[src/rtl/flit_depacketizer.sv]
// rtl/flit_depacketizer.sv - reassembles one no-VC flit packet at a time and holds it until acknowledged
// Head fields and body words are latched here; protocol violations pulse err_unexpected.
module flit_depacketizer #(
  parameter int BUFFER_SIZE = 8,
  parameter int X_W         = 2,
  parameter int Y_W         = 2,
  parameter int HP_W        = 12,
  parameter int DATA_W      = 16
) (
  input  logic                             clk,
  input  logic                             rst,
  input  logic [X_W-1:0]                   local_x,
  input  logic [Y_W-1:0]                   local_y,
  input  logic                             flit_valid,
  output logic                             flit_ready,
  input  logic [1:0]                       flit_label,
  input  logic [DATA_W-1:0]                flit_payload,
  output logic                             pkt_valid,
  input  logic                             pkt_ack,
  output logic [X_W-1:0]                   pkt_x,
  output logic [Y_W-1:0]                   pkt_y,
  output logic [HP_W-1:0]                  pkt_head,
  output logic [$clog2(BUFFER_SIZE+1)-1:0] pkt_len,
  output logic                             pkt_misroute,
  output logic                             pkt_trunc,
  input  logic [$clog2(BUFFER_SIZE)-1:0]   pkt_rd_idx,
  output logic [DATA_W-1:0]                pkt_rd_data,
  output logic                             err_unexpected
);

  localparam int LW = $clog2(BUFFER_SIZE+1);
  localparam int IW = $clog2(BUFFER_SIZE);
  localparam logic [LW-1:0] FULL_LEN = LW'(BUFFER_SIZE);

  localparam logic [1:0] LBL_HEAD     = 2'd0;
  localparam logic [1:0] LBL_BODY     = 2'd1;
  localparam logic [1:0] LBL_TAIL     = 2'd2;
  localparam logic [1:0] LBL_HEADTAIL = 2'd3;

  typedef enum logic [1:0] {IDLE, COLLECT, HOLD} state_t;

  state_t state, state_nxt;
  logic   err_nxt;
  logic   accept;
  logic   is_head;
  logic   full;

  logic [X_W-1:0]    x_q;
  logic [Y_W-1:0]    y_q;
  logic [HP_W-1:0]   head_q;
  logic [LW-1:0]     len_q;
  logic              mis_q;
  logic              trunc_q;
  logic              err_q;
  logic [DATA_W-1:0] buffer [BUFFER_SIZE];

  logic [X_W-1:0]  in_x;
  logic [Y_W-1:0]  in_y;
  logic [HP_W-1:0] in_head;

  assign in_x    = flit_payload[X_W-1:0];
  assign in_y    = flit_payload[X_W+Y_W-1:X_W];
  assign in_head = flit_payload[X_W+Y_W+HP_W-1:X_W+Y_W];

  assign flit_ready = (state != HOLD) && !rst;
  assign accept     = flit_valid && flit_ready;
  assign is_head    = (flit_label == LBL_HEAD) || (flit_label == LBL_HEADTAIL);
  assign full       = (len_q == FULL_LEN);

  always_ff @(posedge clk) begin
    if (rst) state <= IDLE;
    else     state <= state_nxt;
  end

  always_comb begin
    state_nxt = state;
    err_nxt   = 1'b0;
    case (state)
      IDLE: begin
        if (accept) begin
          case (flit_label)
            LBL_HEAD:     state_nxt = COLLECT;
            LBL_HEADTAIL: state_nxt = HOLD;
            default:      err_nxt   = 1'b1;
          endcase
        end
      end
      COLLECT: begin
        if (accept) begin
          case (flit_label)
            LBL_HEAD:     err_nxt = 1'b1;
            LBL_HEADTAIL: begin
              err_nxt   = 1'b1;
              state_nxt = HOLD;
            end
            LBL_TAIL:     state_nxt = HOLD;
            default:      state_nxt = COLLECT;
          endcase
        end
      end
      HOLD:    if (pkt_ack) state_nxt = IDLE;
      default: state_nxt = IDLE;
    endcase
  end

  // Head flits restart the packet from either IDLE or COLLECT; words only count while collecting.
  always_ff @(posedge clk) begin
    if (rst) begin
      x_q     <= '0;
      y_q     <= '0;
      head_q  <= '0;
      len_q   <= '0;
      mis_q   <= 1'b0;
      trunc_q <= 1'b0;
      err_q   <= 1'b0;
    end else begin
      err_q <= err_nxt;
      if (accept && is_head) begin
        x_q     <= in_x;
        y_q     <= in_y;
        head_q  <= in_head;
        mis_q   <= (in_x != local_x) || (in_y != local_y);
        len_q   <= '0;
        trunc_q <= 1'b0;
      end else if (accept && state == COLLECT) begin
        if (full) trunc_q <= 1'b1;
        else      len_q   <= len_q + 1'b1;
      end
    end
  end

  always_ff @(posedge clk) begin
    if (accept && !is_head && state == COLLECT && !full)
      buffer[len_q[IW-1:0]] <= flit_payload;
  end

  assign pkt_valid      = (state == HOLD);
  assign pkt_x          = x_q;
  assign pkt_y          = y_q;
  assign pkt_head       = head_q;
  assign pkt_len        = len_q;
  assign pkt_misroute   = mis_q;
  assign pkt_trunc      = trunc_q;
  assign pkt_rd_data    = buffer[pkt_rd_idx];
  assign err_unexpected = err_q;

endmodule

[config.mk]
export PLATFORM = sky130hd
export DESIGN_NAME = flit_depacketizer
export DESIGN_NICKNAME = d
export VERILOG_FILES = /design/src/rtl/flit_depacketizer.sv
export SDC_FILE = /design/constraint.sdc
export NUM_CORES = 1
export LEC_CHECK = 0
export ABC_AREA = 1
export CORE_MARGIN = 2
export CORE_UTILIZATION = 47
export DETAILED_ROUTE_END_ITERATION = 7
export GPL_TIMING_DRIVEN = 0
export PLACE_DENSITY = 0.71
export SLEW_MARGIN = 10
export SYNTH_ARGS = -nofsm -noshare
export SYNTH_HDL_FRONTEND = slang
export SYNTH_SLANG_ARGS = --single-unit
[constraint.sdc]
create_clock -name clk -period 2.7 [get_ports clk]
set_clock_uncertainty 0.2 [all_clocks]
set_input_delay 0.54 -clock clk [delete_from_list [all_inputs] [get_ports clk]]
set_output_delay 0.54 -clock clk [all_outputs]
set_load 0.01 [all_outputs]
---- After elaboration in Yosys (flattened, before gate mapping) ----
Memory sizes are Yosys's and may differ from the RTL's.
Cells that the tools add are included.
cells by class
  add/sub/neg operators ................... 1
  equality and inequality tests ........... 13
  muxes and demuxes ....................... 13
  bitwise gates (word level) .............. 1
  reduce and logical (&&, ||, !) cells .... 20
operator list
  cell                 count
  $ne 2x2->1 const B   4
  $pmux 2 s2           2
  $logic_and 1x1->1    7
  $eq 2x2->1 const B   3
  $mux 1               6
  $mux 2               3
  $pmux 2 s3           1
  $reduce_or 2->1      3
  $reduce_and 5->1     1
  $add 4x1->4 const B  1
  $eq 4x4->1 const B   1
  $logic_not 2->1      2
  $ne 2x2->1           2
  $reduce_and 2->1     2
  $logic_not 1->1      3
  $ne 3x3->1 const B   1
  $eq 2x1->1 const B   1
  $logic_or 1x1->1     2
  $ne 2x1->1 const B   1
  $pmux 1 s2           1
  $not 1->1            1
storage, ports and cells
  flip-flop bits (word level) ............. 25
  memory bits (writable) .................. 128
  input bits .............................. 29
  output and inout port bits .............. 41
  logic and storage cells ................. 57
  memories ................................ 1
memories
  name    words  bits a word  rd ports  clocked after memory_dff  write ports  RTL line  text
  buffer  8      16           1         0                         1            55        logic [DATA_W-1:0] buffer [BUFFER_SIZE];

---- Logic depth before layout (Yosys ltp) ----
  depth after elaboration ................. 8
  mapped depth ............................ 9

---- Least setup slack after synthesis ----
OpenSTA, ideal clock, no wires.
  path kind ............................... input port to flip-flop
  start point ............................. input flit_label[0]
  end point ............................... memory buffer[2][0] (enable)
  data arrival time ....................... 2.323 ns
  data required time ...................... 2.091 ns
  setup slack ............................. -0.232 ns
  stages .................................. 4
  path buffers ............................ 0
  cells stage by stage .................... inv_1 -> ha_1 -> inv_1 -> nor3_1
on the way
  longest elaborated chain between the ends .. 8
  elaborated cells between the ends (all ways) .. 9
  classes of those cells .................. 1 x eq/ne; 2 x mux; 6 x reduce/logical
RTL lines
  item                                           RTL line  text
  start: declaration                             16        input logic [1:0] flit_label,
  $eq 2x2->1 or $logic_not 2->1 (tied branches)  67        assign is_head = (flit_label == LBL_HEAD) || (flit_label == LBL_HEADTAIL);
  $logic_or 1x1->1 (*)                           67
  $logic_not 1->1 (*)                            133       if (accept && !is_head && state == COLLECT && !full)
  $logic_and 1x1->1 (*) (3 in a row)             133
  $mux 1 (*)                                     133
  $mux 1 (not written as such) (*)               134       buffer[len_q[IW-1:0]] <= flit_payload;
  end: declaration                               55
Mark *: on every way between the ends. The rest lies on a longest branch, timed or not.

---- Worst setup path after layout ----
  start point ............................. input pkt_rd_idx[0]
  end point ............................... output pkt_rd_data[6]
on the way
  longest elaborated chain between the ends .. 1
RTL lines
  item                RTL line  text
  start: declaration  26        input logic [$clog2(BUFFER_SIZE)-1:0] pkt_rd_idx,
  $mem_v2 8x16        --
  end: declaration    27        output logic [DATA_W-1:0] pkt_rd_data,
No other way between the ends.

==> impl_metrics.py <==
metrics = {
    "pwr": {
        "powerDensity_mw_per_mm2": 653,
        "p_int_mw": 4.08,
        "pwr-share-comb_pct": 8.5,
        "ir_worst_vdd_mv": 0.412,
        "clockPowerShare_pct": 41.9,
        "seqPwrFrac_pct": 49.7,
        "swShare_pct": 21.7,
        "p_sw_mw": 1.13,
        "p_leak_nw": 2.98,
        "report.power.total_mw": 5.22,
    },
    "final_layout": {
        "area_growth_pct": 28.5,
        "antennaDiodeCount": 0,
        "final_cells": 850,
        "fill_cells": 1022,
        "fin_nets": 696,
        "drive_gt1_share_pct": 13.9,
        "fin_area_mm2": 0.00799,
    },
    "global_route": {
        "grt_pass1_vias": 4442,
        "grt_overflow_total": 0,
        "antenna_found_initial": 0,
        "track_usage_pct": 22.1,
        "grt_pass1_wl_um": 23400,
        "grt_max_degree": 17,
    },
    "detailed_routing": {
        "drc": 0,
        "ant_nets": 0,
        "via_count": 4562,
        "drt-initial-drc-count": 390,
        "wire_per_inst_um": 17.9,
        "drt-total-wl_um": 15200,
        "drt-vias-per-instance": 5.37,
        "first_pass_iters": 5,
    },
    "logic_synthesis": {
        "synth-simple-area-share_pct": 15.2,
        "ys_seq_area_share_pct": 69.9,
        "syn_inst": 560,
        "synth_compound_area_share_pct": 9.74,
        "synthMuxAreaShare_pct": 0,
        "yosys.area_share.xor_xnor_pct": 0.705,
        "ys_warn_count": 0,
        "synth_nets": 594,
        "synth_area_mm2": 0.00622,
        "synth_seq_cells": 153,
        "avgSynthCellArea_um2": 11.1,
        "synth_top_family_by_area": "simple AND/OR/NAND/NOR gates",
        "synthAdderAreaFrac_pct": 1.01,
        "ys_types": 26,
    },
    "die": {
        "die_h_um": 119,
        "die_x_um": 119,
        "ios": 70,
        "start_util_pct": 47.5,
        "core-area_mm2": 0.0131,
        "row_count": 42,
        "dieArea_mm2": 0.0142,
    },
    "sta": {
        "fmax_mhz": 377,
        "worstMarginPinSlew_ps": 496,
        "setup_violations": 0,
        "whs_ps": 274,
        "layout_min_cycle_time_ps": 2650,
        "slew_headroom_pct": 66.8,
        "hold_viol": 0,
        "drv_slew": 0,
        "fin_crit_sh_pct": 98.1,
    },
    "worst_setup_path": {
        "r2r-start": "pkt_len[0]",
        "r2r_slack_ps": 160,
        "crit_path_end_kind": "output pin",
        "cp-start-kind": "input pin",
        "rr_worst_depth": 9,
        "critPathKind": "in -> out",
        "crit_start": "pkt_rd_idx[0]",
        "path_max_fanout": 10,
        "reg2reg_to": "buffer[6][12]",
        "worst_ep_arrival_time_ps": 1910,
        "endpoint": "pkt_rd_data[6]",
        "crit_required_ps": 1960,
    },
    "clock_tree": {
        "cts_tree": "built",
        "cts_max_level": 4,
        "clk_pin_slew_ps": 60,
        "root_buffer": "clkbuf_16",
        "cts_made_buffers": 17,
        "cts_sinks": 153,
        "clock_path_buffers": 2,
        "clk-insertion-delay-late_ps": 420,
    },
    "place": {
        "dp.cells": 810,
        "placed_cell_area_mm2": 0.00724,
        "hpwl_um": 9760,
        "gp_congestion": 0.857,
        "numPortBuffers": 67,
    },
    "outcome": {
        "status": "completed",
    },
    "min_path": {
        "hold_class": "reg -> reg",
    },
    "job": {
        "max_cap_violations": 0,
    },
}
final cells by class:
type	count	area (µm²)	area share, %
plain buffers	27	255	3.19
clock buffers	18	429	5.37
clock inverters	13	111	1.39
inverters	21	83.8	1.05
multi-input cells	359	1730	21.6
flip-flops and latches	153	4340	54.4
well taps	176	220	2.76
repair buffers	83	821	10.3
synthesized netlist by cell type (all sizes together):
cell | n | share of area, %
dfxtp | 25 | 8.1
nor2 | 144 | 9.4
nand2 | 67 | 4.2
nand4 | 3 | 0.30
edfxtp | 128 | 62
o21ai | 114 | 9.2
ha | 5 | 1.0
xnor2 | 3 | 0.42
nor3 | 7 | 0.56
nand3 | 7 | 0.76
a21oi | 7 | 0.56
buf | 11 | 1.1
xor2 | 2 | 0.28
inv | 21 | 1.3
clkbuf | 16 | 1.0
metrics by stage:
stage                     utilization (%)  setup slack [ps]  setup TNS [ps]
final                                61.1              50.1               0
after CTS                            60.3             -96.0           -1470
after global routing                 61.1             -14.9           -81.0
after detailed placement             55.3              -747          -43720
after floorplan                         -              -232          -11150
after global placement               54.4             -1680         -151370
state kept, by name, summed over array words and instances, names as in the netlist:
signal and cells:
pkt_len 4, pkt_head 12, pkt_y 2, pkt_trunc 1
err_unexpected 1, state 2, pkt_x 2, pkt_misroute 1
buffer 128
power groups by stage:
stage | registers (mW) | logic [mW] | clock network [mW]
2_1_floorplan | 2.65 | 0.195 | 0
3_3_place_gp | 2.64 | 0.414 | 0
3_5_place_dp | 2.64 | 0.430 | 0
4_1_cts | 2.59 | 0.439 | 2.21
5_1_grt | 2.59 | 0.484 | 2.30
6_report | 2.59 | 0.442 | 2.18
logic make-up (layout without fill, tap and decap cells):
logic type / after synthesis / in the layout
AOI/OAI and AO/OA: 121 / 121
xor gates and xnor gates: 5 / 5
adders and majority gates: 5 / 5
buffers and inverters: 48 / 162
DFF: 153 / 153
and+or+nand+nor: 228 / 228
layout by cell type (no fill, tap or decap), types with 6 or more instances in the layout:
master	count
buf_4	10
clkbuf_16	17
dlygate4sd2_1	14
o21ai_1	31
buf_8	6
edfxtp_1	128
clkinv_1	7
clkdlybuf4s50_1	50
inv_1	17
nor2_1	130
a21oi_1	7
o21ai_0	83
nor2_2	13
dfxtp_1	25
clkbuf_2	8
nand3_1	6
clkbuf_8	8
nand2_1	65
metal layers:
| metal | vias up | share of wire (%) | track usage, % |
|---|---|---|---|
| met4 | 0 | 2.4 | 10.6 |
| met3 | 31 | 6.6 | 4.41 |
| met1 | 2204 | 42 | 29.0 |
| met2 | 191 | 49 | 35.6 |
| met5 | - | 0 | 0 |
| li1 | 2136 | - | - |
repair_timing:
action / 4_1_cts / 5_1_grt
buffers inserted: 2 / 7
endpoints found under the setup margin: 51 / 72
pin swaps: 2 / 5
gates resized for setup: 61 / 13
hold buffers: 0 / 0
worst min-delay path by stage:
stage                end  startpoint  slack (ps)  cells after the start
2_1_floorplan  pkt_trunc   pkt_trunc         300                      2
3_3_place_gp   pkt_trunc   pkt_trunc         260                      2
3_5_place_dp   pkt_trunc   pkt_trunc         260                      2
4_1_cts        pkt_trunc   pkt_trunc         280                      2
5_1_grt        pkt_trunc   pkt_trunc         340                      2
6_report       pkt_trunc   pkt_trunc         270                      2
worst max-delay path, stage by stage:
cell             delay (ps)
clkdlybuf4s15_2         230
buf_8                   150
clkbuf_8                170
o21ai_0                 110
o21ai_1                 240
nand2_1                  90
nand2_1                  90
dlygate4sd2_1           270
(Power assumes the default switching activity.)
==> RTL change, RTL diff (same settings) <==
Encoding of `state_t`: now one-hot (3 bits for 3 states).
--- a/src/rtl/flit_depacketizer.sv
+++ b/src/rtl/flit_depacketizer.sv
@@ -37,7 +37,7 @@
   localparam logic [1:0] LBL_TAIL     = 2'd2;
   localparam logic [1:0] LBL_HEADTAIL = 2'd3;
 
-  typedef enum logic [1:0] {IDLE, COLLECT, HOLD} state_t;
+  typedef enum logic [2:0] {IDLE = 3'b001, COLLECT = 3'b010, HOLD = 3'b100} state_t;
 
   state_t state, state_nxt;
   logic   err_nxt;
Function: same outputs for any inputs over 4 cycles, from zero or initial values and one cycle with rst high; so few cycles prove little.
==> RTL change against the unedited design <==
  * Worst setup slack gained 0.042 ns
  * Non-clock buffer count shrank 10
  * Critical endpoint is now buffer[7][15]
  * Routed wire length about the same
  * Sequential share of layout area up 0.59 points
  * Largest cell class unchanged
  * Total power grew 8.0%
  * Synthesized area is essentially flat
  * Register-to-register slack lost 0.04 ns
  * Critical path type is now in -> reg
  * Cell area decreased by 0.63%
  * Sequential cell count grew 1
==> RTL change: results (changes against the unedited design) <==
Total GRT Usage=22.17% (was 22.12%); status=complete, no violations (unchanged); R2R setup slack=0.12 ns (was 0.16 ns); pin count of the biggest net entering global routing=17 (unchanged); number of synthesized flops with an enable pin=128 (unchanged); latest clock arrival within the worst-skew pair=0.42 ns (about the same); DP Wirelength=9.754 mm (was 9.763 mm); Final #Nets=646 (was 696); number of diodes=0 (unchanged); Worst Hold Slack=0.2891 ns (was 0.2743 ns); Buffers on Ports=66 (was 67); ys flop type=edfxtp_1 (unchanged); family with the most delay on the worst path=buffers and inverters (unchanged); 1st-iter DRT viols=364 (was 390); cells after synthesis=520 (was 560); Data arrival, critical path=2.53 ns (was 1.91 ns); number of global-route vias before repair=4149 (was 4442); cts bufs inserted=17 (unchanged); first-pass GRT wire length=23.16 mm (was 23.43 mm); H-tree Lvls=4 (unchanged); sequential area share after synthesis=70.27% (was 69.89%); CP peak stage delay=0.53 ns (was 0.27 ns); via count=4361 (was 4562); syn nets=554 (was 594); clock slew at reported path FFs=0.06 ns (about the same); DR vias/cell=5.472 (was 5.367); CTS max path bufs=2 (unchanged); Hold Crit Class=reg -> reg (unchanged); share of layout cells above drive strength 1=12.32% (was 13.95%); Final GP Congestion=0.8224 (was 0.8570); P_leak=2.951 nW (was 2.984 nW); share of synthesized registers carrying an async set or reset=0% (unchanged); top post-synthesis cells by count=128 x edfxtp_1, 111 x nor2_1, 69 x nand2_1, 33 x o21ai_0, 26 x dfxtp_1 (was 132 x nor2_1, 128 x edfxtp_1, 90 x o21ai_0, 66 x nand2_1, 25 x dfxtp_1); initial antenna violation count=0 (unchanged); Slowest cell on crit path=nor3_4 (was dlygate4sd2_1); Area after DPL=7207 sq um (was 7239 sq um); CTS root buf=clkbuf_16 (unchanged); Worst slew margin=55.79% (was 66.82%); Cells after DPL=764 (was 810); cells taking the most area after synthesis=edfxtp_1 62%, dfxtp_1 8.4%, nor2_1 6.7% (was edfxtp_1 62%, dfxtp_1 8.1%, nor2_1 8.0%); total wire length=15.18 mm (was 15.19 mm); synth unique cells=29 (was 26); crit path max fanout=9 (was 10); Synth warnings=0 (unchanged); IR Drop Worst-Case VDD=432.1 uV (was 411.9 uV); max FFs per register=128 (unchanged); First-pass DRT Iterations=7 (was 5)
==> RTL change: worst paths after layout <==
| path | depth (start not counted) | start | endpoint |
|---|---|---|---|
| setup / recovery | 6 | flit_label[1] | buffer[7][15] |
| hold / removal | 2 | pkt_trunc | pkt_trunc |
| setup reg to reg | 8 | pkt_len[1] | buffer[1][11] |
| hold reg to reg | 2 | pkt_trunc | pkt_trunc |
==> RTL change: worst min-delay path, cell delays in order (launching register included) <==
cell     delay [ns]
dfxtp_1        0.33
a21oi_1        0.04
nor2_1         0.08
==> RTL change: timing repair <==
item | CTS | global route
pin swaps | 1 | 0
endpoints found under the setup margin | 56 | 36
setup buffers | 1 | 0
gates resized for setup | 51 | 6
==> RTL change: stage by stage <==
stage	total power, mW	setup slack [ns]
2_1_floorplan	2.979	0.1499
3_3_place_gp	3.196	-1.001
3_5_place_dp	3.214	-0.4906
4_1_cts	5.656	0.003655
5_1_grt	5.813	-0.01935
6_report	5.633	0.09218
==> RTL change: final cells by class <==
| type | count | area [sq um] |
|---|---|---|
| inverter | 21 | 78.83 |
| clock inverter | 12 | 172.7 |
| tap | 172 | 215.2 |
| clock buffer | 20 | 436.7 |
| sequential | 154 | 4364 |
| timing repair buffer | 73 | 754.5 |
| multi-input combinational | 318 | 1702 |
| fill | 971 | 4833 |
| buffer | 27 | 216.5 |
==> RTL change: power by group <==
part           switching (mW)  leakage (nW)  internal (mW)  total (mW)
Sequential             0.0288          1.36           2.61        2.64
Combinational           0.320          1.30          0.220       0.539
Clock                   0.917         0.284           1.54        2.46
==> RTL change: cells by family (layout without fill, tap and decap cells) <==
family          count (synthesis)  after routing  synth area share (%)
simple gates                  201            201                 13.36
compound gates                 90             90                 8.562
buf+inv                        48            153                 3.384
flops                         154            154                 70.27
xor+xnor                        6              6                0.8461
fa+ha+maj                       5              5                 1.007
mux                            16             16                 2.579
==> RTL change: layer usage <==
layer | vias to the layer above | part of all wire (%) | GRT usage, %
met5 | - | 0 | 0
met4 | 0 | 2.3 | 9.598
met3 | 25 | 7.3 | 5.603
met2 | 197 | 49 | 35.09
met1 | 2099 | 42 | 29.09
li1 | 2040 | - | -
